--- config.mk ---
export PLATFORM = sky130hd
export DESIGN_NAME = hilo_muldiv
export DESIGN_NICKNAME = d
export VERILOG_FILES = /design/src/rtl/hilo_muldiv.sv
export SDC_FILE = /design/constraint.sdc
export NUM_CORES = 1
export LEC_CHECK = 0
export CAP_MARGIN = 25
export CORE_UTILIZATION = 50
export CTS_CLUSTER_SIZE = 40
export DETAILED_ROUTE_END_ITERATION = 16
export DONT_BUFFER_PORTS = 1
export SYNTH_ARGS = -nofsm -noshare
export SYNTH_HDL_FRONTEND = slang
export SYNTH_SLANG_ARGS = --single-unit
export TNS_END_PERCENT = 20
--- constraint.sdc ---
create_clock -name clk -period 5.29 [get_ports clk]
set_clock_uncertainty 0.15 [all_clocks]
set_input_delay 1.587 -clock clk [delete_from_list [all_inputs] [get_ports clk]]
set_output_delay 1.587 -clock clk [all_outputs]
set_load 0.005 [all_outputs]
--- src/rtl/hilo_muldiv.sv ---
// Iterative 32x32 multiply / restoring divide feeding the HI/LO register pair.
// One iteration per cycle; the result is presented with a single-cycle write enable.
module hilo_muldiv #(
   parameter logic [31:0] DIV0_LO = 32'hFFFF_FFFF
) (
   input  logic        clk,
   input  logic        rst,
   input  logic        start,
   input  logic [1:0]  op,
   input  logic [31:0] a,
   input  logic [31:0] b,
   input  logic        cancel,
   output logic        busy,
   output logic        hilo_we,
   output logic [31:0] hi_out,
   output logic [31:0] lo_out
);

   typedef enum logic [1:0] {
      IDLE = 2'd0,
      CALC = 2'd1,
      DONE = 2'd2
   } state_t;

   state_t      state_q, state_d;
   logic [4:0]  cnt_q, cnt_d;
   logic        div_q, div_d;
   logic        neg_q, neg_d;
   logic        rneg_q, rneg_d;
   logic [31:0] ma_q, ma_d;
   logic [31:0] mb_q, mb_d;
   logic [63:0] acc_q, acc_d;
   logic [31:0] hi_q, hi_d;
   logic [31:0] lo_q, lo_d;

   logic        sgn_op;
   logic        sa;
   logic        sb;
   logic [31:0] a_mag;
   logic [31:0] b_mag;
   logic [32:0] mul_sum;
   logic [63:0] mul_nxt;
   logic [32:0] div_r;
   logic        div_ge;
   logic [32:0] div_sub;
   logic [63:0] div_nxt;
   logic [63:0] step;
   logic [63:0] prod_fix;
   logic [31:0] quo_fix;
   logic [31:0] rem_fix;

   assign sgn_op = ~op[0];
   assign sa     = sgn_op & a[31];
   assign sb     = sgn_op & b[31];
   // 0x8000_0000 negates to itself, which read unsigned is exactly 2^31
   assign a_mag  = sa ? (32'd0 - a) : a;
   assign b_mag  = sb ? (32'd0 - b) : b;

   assign mul_sum = {1'b0, acc_q[63:32]} + {1'b0, ma_q};
   assign mul_nxt = acc_q[0] ? {mul_sum, acc_q[31:1]}
                             : {1'b0, acc_q[63:1]};

   // acc holds {remainder, dividend/quotient}; quotient bits shift in at the bottom
   assign div_r   = acc_q[63:31];
   assign div_ge  = div_r >= {1'b0, mb_q};
   assign div_sub = div_r - {1'b0, mb_q};
   assign div_nxt = div_ge ? {div_sub[31:0], acc_q[30:0], 1'b1}
                           : {acc_q[62:0], 1'b0};

   assign step     = div_q ? div_nxt : mul_nxt;
   assign prod_fix = neg_q ? (64'd0 - step) : step;
   assign quo_fix  = neg_q ? (32'd0 - step[31:0]) : step[31:0];
   assign rem_fix  = rneg_q ? (32'd0 - step[63:32]) : step[63:32];

   always_comb begin
      state_d = state_q;
      cnt_d   = cnt_q;
      div_d   = div_q;
      neg_d   = neg_q;
      rneg_d  = rneg_q;
      ma_d    = ma_q;
      mb_d    = mb_q;
      acc_d   = acc_q;
      hi_d    = hi_q;
      lo_d    = lo_q;
      unique case (state_q)
         IDLE: begin
            if (start && !cancel) begin
               div_d  = op[1];
               neg_d  = sa ^ sb;
               rneg_d = sa;
               ma_d   = a_mag;
               mb_d   = b_mag;
               cnt_d  = 5'd0;
               acc_d  = op[1] ? {32'd0, a_mag} : {32'd0, b_mag};
               if (op[1] && (b == 32'd0)) begin
                  hi_d    = a;
                  lo_d    = DIV0_LO;
                  state_d = DONE;
               end else begin
                  state_d = CALC;
               end
            end
         end
         CALC: begin
            if (cancel) begin
               state_d = IDLE;
            end else begin
               acc_d = step;
               cnt_d = cnt_q + 5'd1;
               if (cnt_q == 5'd31) begin
                  state_d = DONE;
                  if (div_q) begin
                     hi_d = rem_fix;
                     lo_d = quo_fix;
                  end else begin
                     hi_d = prod_fix[63:32];
                     lo_d = prod_fix[31:0];
                  end
               end
            end
         end
         DONE: begin
            state_d = IDLE;
         end
         default: begin
            state_d = IDLE;
         end
      endcase
   end

   always_ff @(posedge clk) begin
      if (rst) begin
         state_q <= IDLE;
         cnt_q   <= 5'd0;
         div_q   <= 1'b0;
         neg_q   <= 1'b0;
         rneg_q  <= 1'b0;
         ma_q    <= 32'd0;
         mb_q    <= 32'd0;
         acc_q   <= 64'd0;
         hi_q    <= 32'd0;
         lo_q    <= 32'd0;
      end else begin
         state_q <= state_d;
         cnt_q   <= cnt_d;
         div_q   <= div_d;
         neg_q   <= neg_d;
         rneg_q  <= rneg_d;
         ma_q    <= ma_d;
         mb_q    <= mb_d;
         acc_q   <= acc_d;
         hi_q    <= hi_d;
         lo_q    <= lo_d;
      end
   end

   assign busy    = (state_q != IDLE);
   assign hilo_we = (state_q == DONE);
   assign hi_out  = hi_q;
   assign lo_out  = lo_q;

endmodule

---- Word level (Yosys, flattened, before mapping) ----
Index checks and enable logic that the tools add are counted.
word-level totals
  bits in registers ....................... 202
  input bits .............................. 70
  output and inout bits ................... 66
  logic and storage cells ................. 74
cells by class
  add/sub/neg operators ................... 8
  magnitude comparators ................... 1
  equal/unequal tests ..................... 8
  muxes and demuxes ....................... 32
  bitwise operators ....................... 4
  reduce and logical (&&, ||, !) cells .... 11
operators with widths
  operator                 number
  $mux W32                 15
  $mux W64                 6
  $pmux W32 S2             2
  $pmux W64 S2             1
  $sub A1 B32 Y32 const A  4
  $sub A1 B64 Y64 const A  1
  $add A32 B32 Y33         1
  $ge A33 B32 Y1           1
  $logic_not A32 Y1        1
  $sub A32 B32 Y32         1
  $mux W5                  2
  $pmux W5 S2              1
  $mux W2                  4
  $ne A2 B2 Y1 const B     4
  $add A5 B1 Y5 const B    1
  $eq A5 B5 Y1 const B     1
  $reduce_and A5 Y1        1
  $pmux W2 S2              1
  $reduce_and A2 Y1        2
  $reduce_bool A2 Y1       2
  $ne A3 B3 Y1 const B     1
  $reduce_and A3 Y1        1
  $and A1 B1 Y1            2
  $eq A2 B1 Y1 const B     1
  6 further kinds          7

---- Longest topological paths before layout ----
  depth in word-level cells ............... 9
  depth in mapped cells ................... 22
  mapped depth without buffers ............ 19

---- Worst setup path before layout ----
OpenSTA, ideal clock, no wires.
  path kind ............................... reg2reg
  start ................................... reg div_q
  end ..................................... reg hi_q[12] (netlist: hi_out[12])
  setup time .............................. 0.070 ns
  arrival ................................. 4.437 ns
  required time ........................... 5.070 ns
  slack ................................... 0.633 ns
  stages on the path, launching flop included .. 20
  path buffers ............................ 8
  clock period less this slack ............ 4.657 ns
  cells stage by stage .................... dfxtp_1 -> buf_2 -> buf_2 -> buf_2 -> buf_1 -> buf_2 -> buf_1 -> buf_2 -> mux2i_1 -> ha_1 -> o21ai_0 -> inv_1 -> nand3_1 -> or3_1 -> and2_1 -> buf_2 -> o41ai_1 -> xnor2_1 -> a211o_1 -> a21oi_1
between the ends
  cells in the longest elaborated chain, start to end .. 7
  elaborated cells between the ends (all ways) .. 9
  those cells by class .................... add/sub: 2; mux: 7
ends and longest elaborated chain
  item                                                RTL line  source
  from (decl)                                         27        logic div_q, div_d;
  from (signal assigned)                              147       div_q <= div_d;
  $mux W64                                            70        assign step = div_q ? div_nxt : mul_nxt;
  $sub A1 B64 Y64 or $sub A1 B32 Y32 (tied branches)  71, 73
  $mux W64 or $mux W32 (tied branches)                71, 73
  $mux W32 *                                          113       if (div_q) begin
  $mux W32 *                                          111       if (cnt_q == 5'd31) begin
  $mux W32 *                                          106       if (cancel) begin
  $pmux W32 S2 *                                      86        unique case (state_q)
  to (signal assigned)                                153       hi_q <= hi_d;
  to (decl)                                           33        logic [31:0] hi_q, hi_d;
Every way passes the cells marked *; elsewhere a longest branch is shown, timed or not. The select of a mux whose other input is x is not followed.
A chain may end at the register's enable or synchronous reset.

---- Final worst setup path ----
  start ................................... reg acc_q[32]
  end ..................................... reg hi_q[31] (netlist: hi_out[31])
between the ends
  cells in the longest elaborated chain, start to end .. 9
  elaborated cells between the ends (all ways) .. 14
  those cells by class .................... add/sub: 4; order compare: 1; mux: 9
ends and longest elaborated chain
  item                                                RTL line  source
  from (decl)                                         32        logic [63:0] acc_q, acc_d;
  from (signal assigned)                              141       acc_q <= 64'd0;
  from (signal assigned)                              152       acc_q <= acc_d;
  $add A32 B32 Y33 (tied with other cells)            59        assign mul_sum = {1'b0, acc_q[63:32]} + {1'b0, ma_q};
  $mux W64 (on tied branches)                         60, 67
  $mux W64 *                                          70
  $sub A1 B64 Y64 or $sub A1 B32 Y32 (tied branches)  71, 73
  $mux W64 or $mux W32 (tied branches)                71, 73
  $mux W32 *                                          113
  $mux W32 *                                          111
  $mux W32 *                                          106
  $pmux W32 S2 *                                      86
Marked as above.

==> results_dict.tcl <==
set metrics [dict create \
    status "complete, no violations" \
    min_path_cells 2 \
    cts_buffers 25 \
    reg2regPathDepth 15 \
    dr.pass1.iters 5 \
    synth_edf_count 0 \
    maxSlewViolCount 0 \
    fp.dieArea_mm2 0.0338 \
    hold_viol_final 0 \
    ioPinCount 136 \
    synth_area_per_cell_um2 7.40 \
    syn-cell-area_mm2 0.0165 \
    powerDensity_mw_per_mm2 277 \
    path_clk_slew_ns 0.06 \
    ir_drop_mv 0.242 \
    fin_total_pwr_mw 4.99 \
    fp.coreArea_mm2 0.0325 \
    wl_met2_um 30400 \
    synth-seq-area-share_pct 24.5 \
    max_freq_mhz 196 \
    fin_cells 2640 \
    via_count 17289 \
    drcViolationCount 0 \
    io_buffers 0 \
    fin_crit_sh_pct 96.4 \
    place_inst 2594 \
    synth_top_area_share_pct 24.5 \
    clkSinkCount 202 \
    cts_tree "done" \
    min_from "ma_q[0]" \
    rsz0062_at_grt "false" \
    routed_wl_um 67400 \
    setup_slack_ns 0.192 \
    r2r_start "acc_q[32]" \
    grt_max_degree 203 \
    cts_setup_buffers 0 \
    synth_top_area_cell "dfxtp_1" \
    worstPathMaxFanout 6 \
    rows 66 \
    antenna_found_initial 1 \
    fin_nets 2321 \
    synth_ff_type "dfxtp_1" \
    async_flop_share_pct 0 \
    min_to "ma_q[0]" \
    p_leak_nw 6.61 \
    synthTopCellsByArea "dfxtp_1, nor2_1, ha_1" \
    vias_per_cell 6.55 \
    worstPathArrival_ns 5.44 \
    reg2reg_slack_ns 0.19 \
    grt_usage_pct 38.8 \
    dieHeight_um 184 \
    num_antenna_cells 0 \
    area_growth_pct 9.05 \
    drive_gt1_share_pct 8.23 \
    crit_path_end_kind "flip-flop" \
    crit_type "flip-flop to flip-flop" \
    drtAntennaViolNets 0 \
    clockBufferDepth 3 \
    synth_seq_cells 202 \
    drt_iter0_markers 1966 \
    clock_latency_ns 0.57 \
    fin_setup_tns_ns 0 \
    htreeDepth 1 \
    finalCriticalPeriod_ns 5.10 \
    hold_class "flip-flop to flip-flop" \
    wl_met3_um 5530 \
    critPathRequiredTime_ns 5.63 \
    post-route-util_pct 55.4 \
    cap_violations 0 \
    place_ws_ns 0.102 \
    grt_pass1_wl_um 98500 \
    initial_core_util_pct 50.8 \
    yosysWarningCount 0 \
    grt_pass1_vias 15707 \
    routedWlPerCell_um 25.5 \
    dp_hpwl_um 51700 \
    synthesis.nets 2375 \
    worst_pin_slew_ns 0.945 \
    synthCells 2233 \
    setup_violations 0 \
    final_cell_area_mm2 0.0180 \
    netlist-cell-type-count 97 \
    highest_layer "met4" \
    start_kind "flip-flop" \
    grt_overflow_total 0 \
    r2r-end "hi_out[31]" \
    die_w_um 184 \
    whs_ns 0.317 \
    slew_headroom_pct 36.5 \
    place.gp.congestion 1.01 \
    placed_area_mm2 0.0170 \
    root_buffer "clkbuf_16" \
    wl_met1_um 28200 \
]
## registers in the layout, summed over array words and instances (netlist names)
signal   flops
cnt_q        5
neg_q        1
ma_q        32
rneg_q       1
mb_q        32
lo_out      32
state_q      2
div_q        1
acc_q       64
hi_out      32
## cells in the mapped netlist (all sizes together) (31+ instances only)
library cell / number
a211oi: 100
a21oi: 156
a22oi: 31
a311oi: 41
buf: 52
clkbuf: 104
dfxtp: 202
ha: 70
inv: 67
mux2i: 49
nand2: 165
nand2b: 47
nand3: 53
nor2: 327
nor3: 78
o21ai: 129
xnor2: 96
xor2: 47
## layout by cell type, fill, tap and decap left out, types with 11 or more instances in the layout
master	Yosys	final
nand3_1	53	53
nand4_1	26	26
a21o_1	21	21
nand2_1	164	164
nor3_1	77	77
a21oi_1	152	150
o21ai_0	122	121
a311oi_1	40	40
buf_4	2	73
or3_1	24	24
o31ai_1	22	21
nor2b_1	17	16
a311o_1	17	17
clkbuf_16	0	25
dfxtp_1	202	201
a31oi_1	29	29
a211oi_1	99	99
nand2b_1	47	46
and3_1	22	22
nor2_1	327	324
ha_1	70	70
o21a_1	15	15
o211ai_1	25	25
a211o_1	11	11
xor2_1	47	47
nor4_1	14	13
a22oi_1	31	31
inv_1	66	66
mux2i_1	49	49
and2_1	20	20
xnor2_1	96	96
## per-layer routing
metal / global-route usage (%) / vias to the layer above
met3: 6.46 / 151
met4: 17.9 / 0
met5: 0 / -
met1: 50.8 / 8235
met2: 62.1 / 802
li1: - / 8101
## what timing repair did
item | 4_1_cts | 5_1_grt
setup endpoints to repair | 0 | 1
hold buffers | 0 | 0
gates resized for setup | 0 | 3
## logic make-up (layout without fill, tap and decap cells)
logic type,Yosys count,after routing,share of synthesized area (%)
AOI/OAI and AO/OA,697,697,29.3
xor gates and xnor gates,143,143,7.58
adders and majority gates,72,72,5.54
buffers and inverters,223,188,5.58
DFF,202,202,24.5
muxes,52,52,3.17
and+or+nand+nor,844,844,24.4
## worst max path at each step
| stage | startpoint | end | slack (ns) |
|---|---|---|---|
| finish | acc_q[32] | hi_out[31] | 0.19 |
| floorplan | div_q | hi_out[12] | 0.63 |
| CTS | acc_q[57] | hi_out[22] | 0.18 |
| global placement | b[6] | hi_out[7] | 0.20 |
| detailed placement | b[6] | hi_out[30] | 0.10 |
| global route | mb_q[26] | hi_out[22] | 0.007 |
## layout make-up
cell class                      instances  area (um2)
Clock inverter                         14         244
Multi-Input combinational cell       1808       11600
Sequential cell                       202        4050
Tap cell                              442         553
Fill cell                            3224       14500
Timing Repair Buffer                   75         588
Inverter                               67         251
Clock buffer                           32         722
## power by group
| part | total (mW) | switching [mW] | internal [mW] | leakage (nW) |
|---|---|---|---|---|
| Sequential | 1.65 | 0.0671 | 1.58 | 1.65 |
| Clock | 2.03 | 0.770 | 1.26 | 0.473 |
| Combinational | 1.31 | 0.866 | 0.439 | 4.49 |
| Total | 4.99 | 1.70 | 3.28 | 6.61 |
## critical path, stage by stage, from the launching register on
cell and delay [ns]:
dfxtp_1 0.50, ha_1 0.25, inv_1 0.06, fa_1 0.39
nand2b_1 0.20, a21oi_1 0.27, o31ai_1 0.28, a2111oi_0 0.70
nor3_1 0.12, nor3_1 0.25, o211ai_1 0.35, nand4bb_4 0.39
nor4b_2 0.37, nand3_1 0.14, or4_1 0.42, a31oi_1 0.19
No activity file was read; power rests on OpenSTA's default activity.
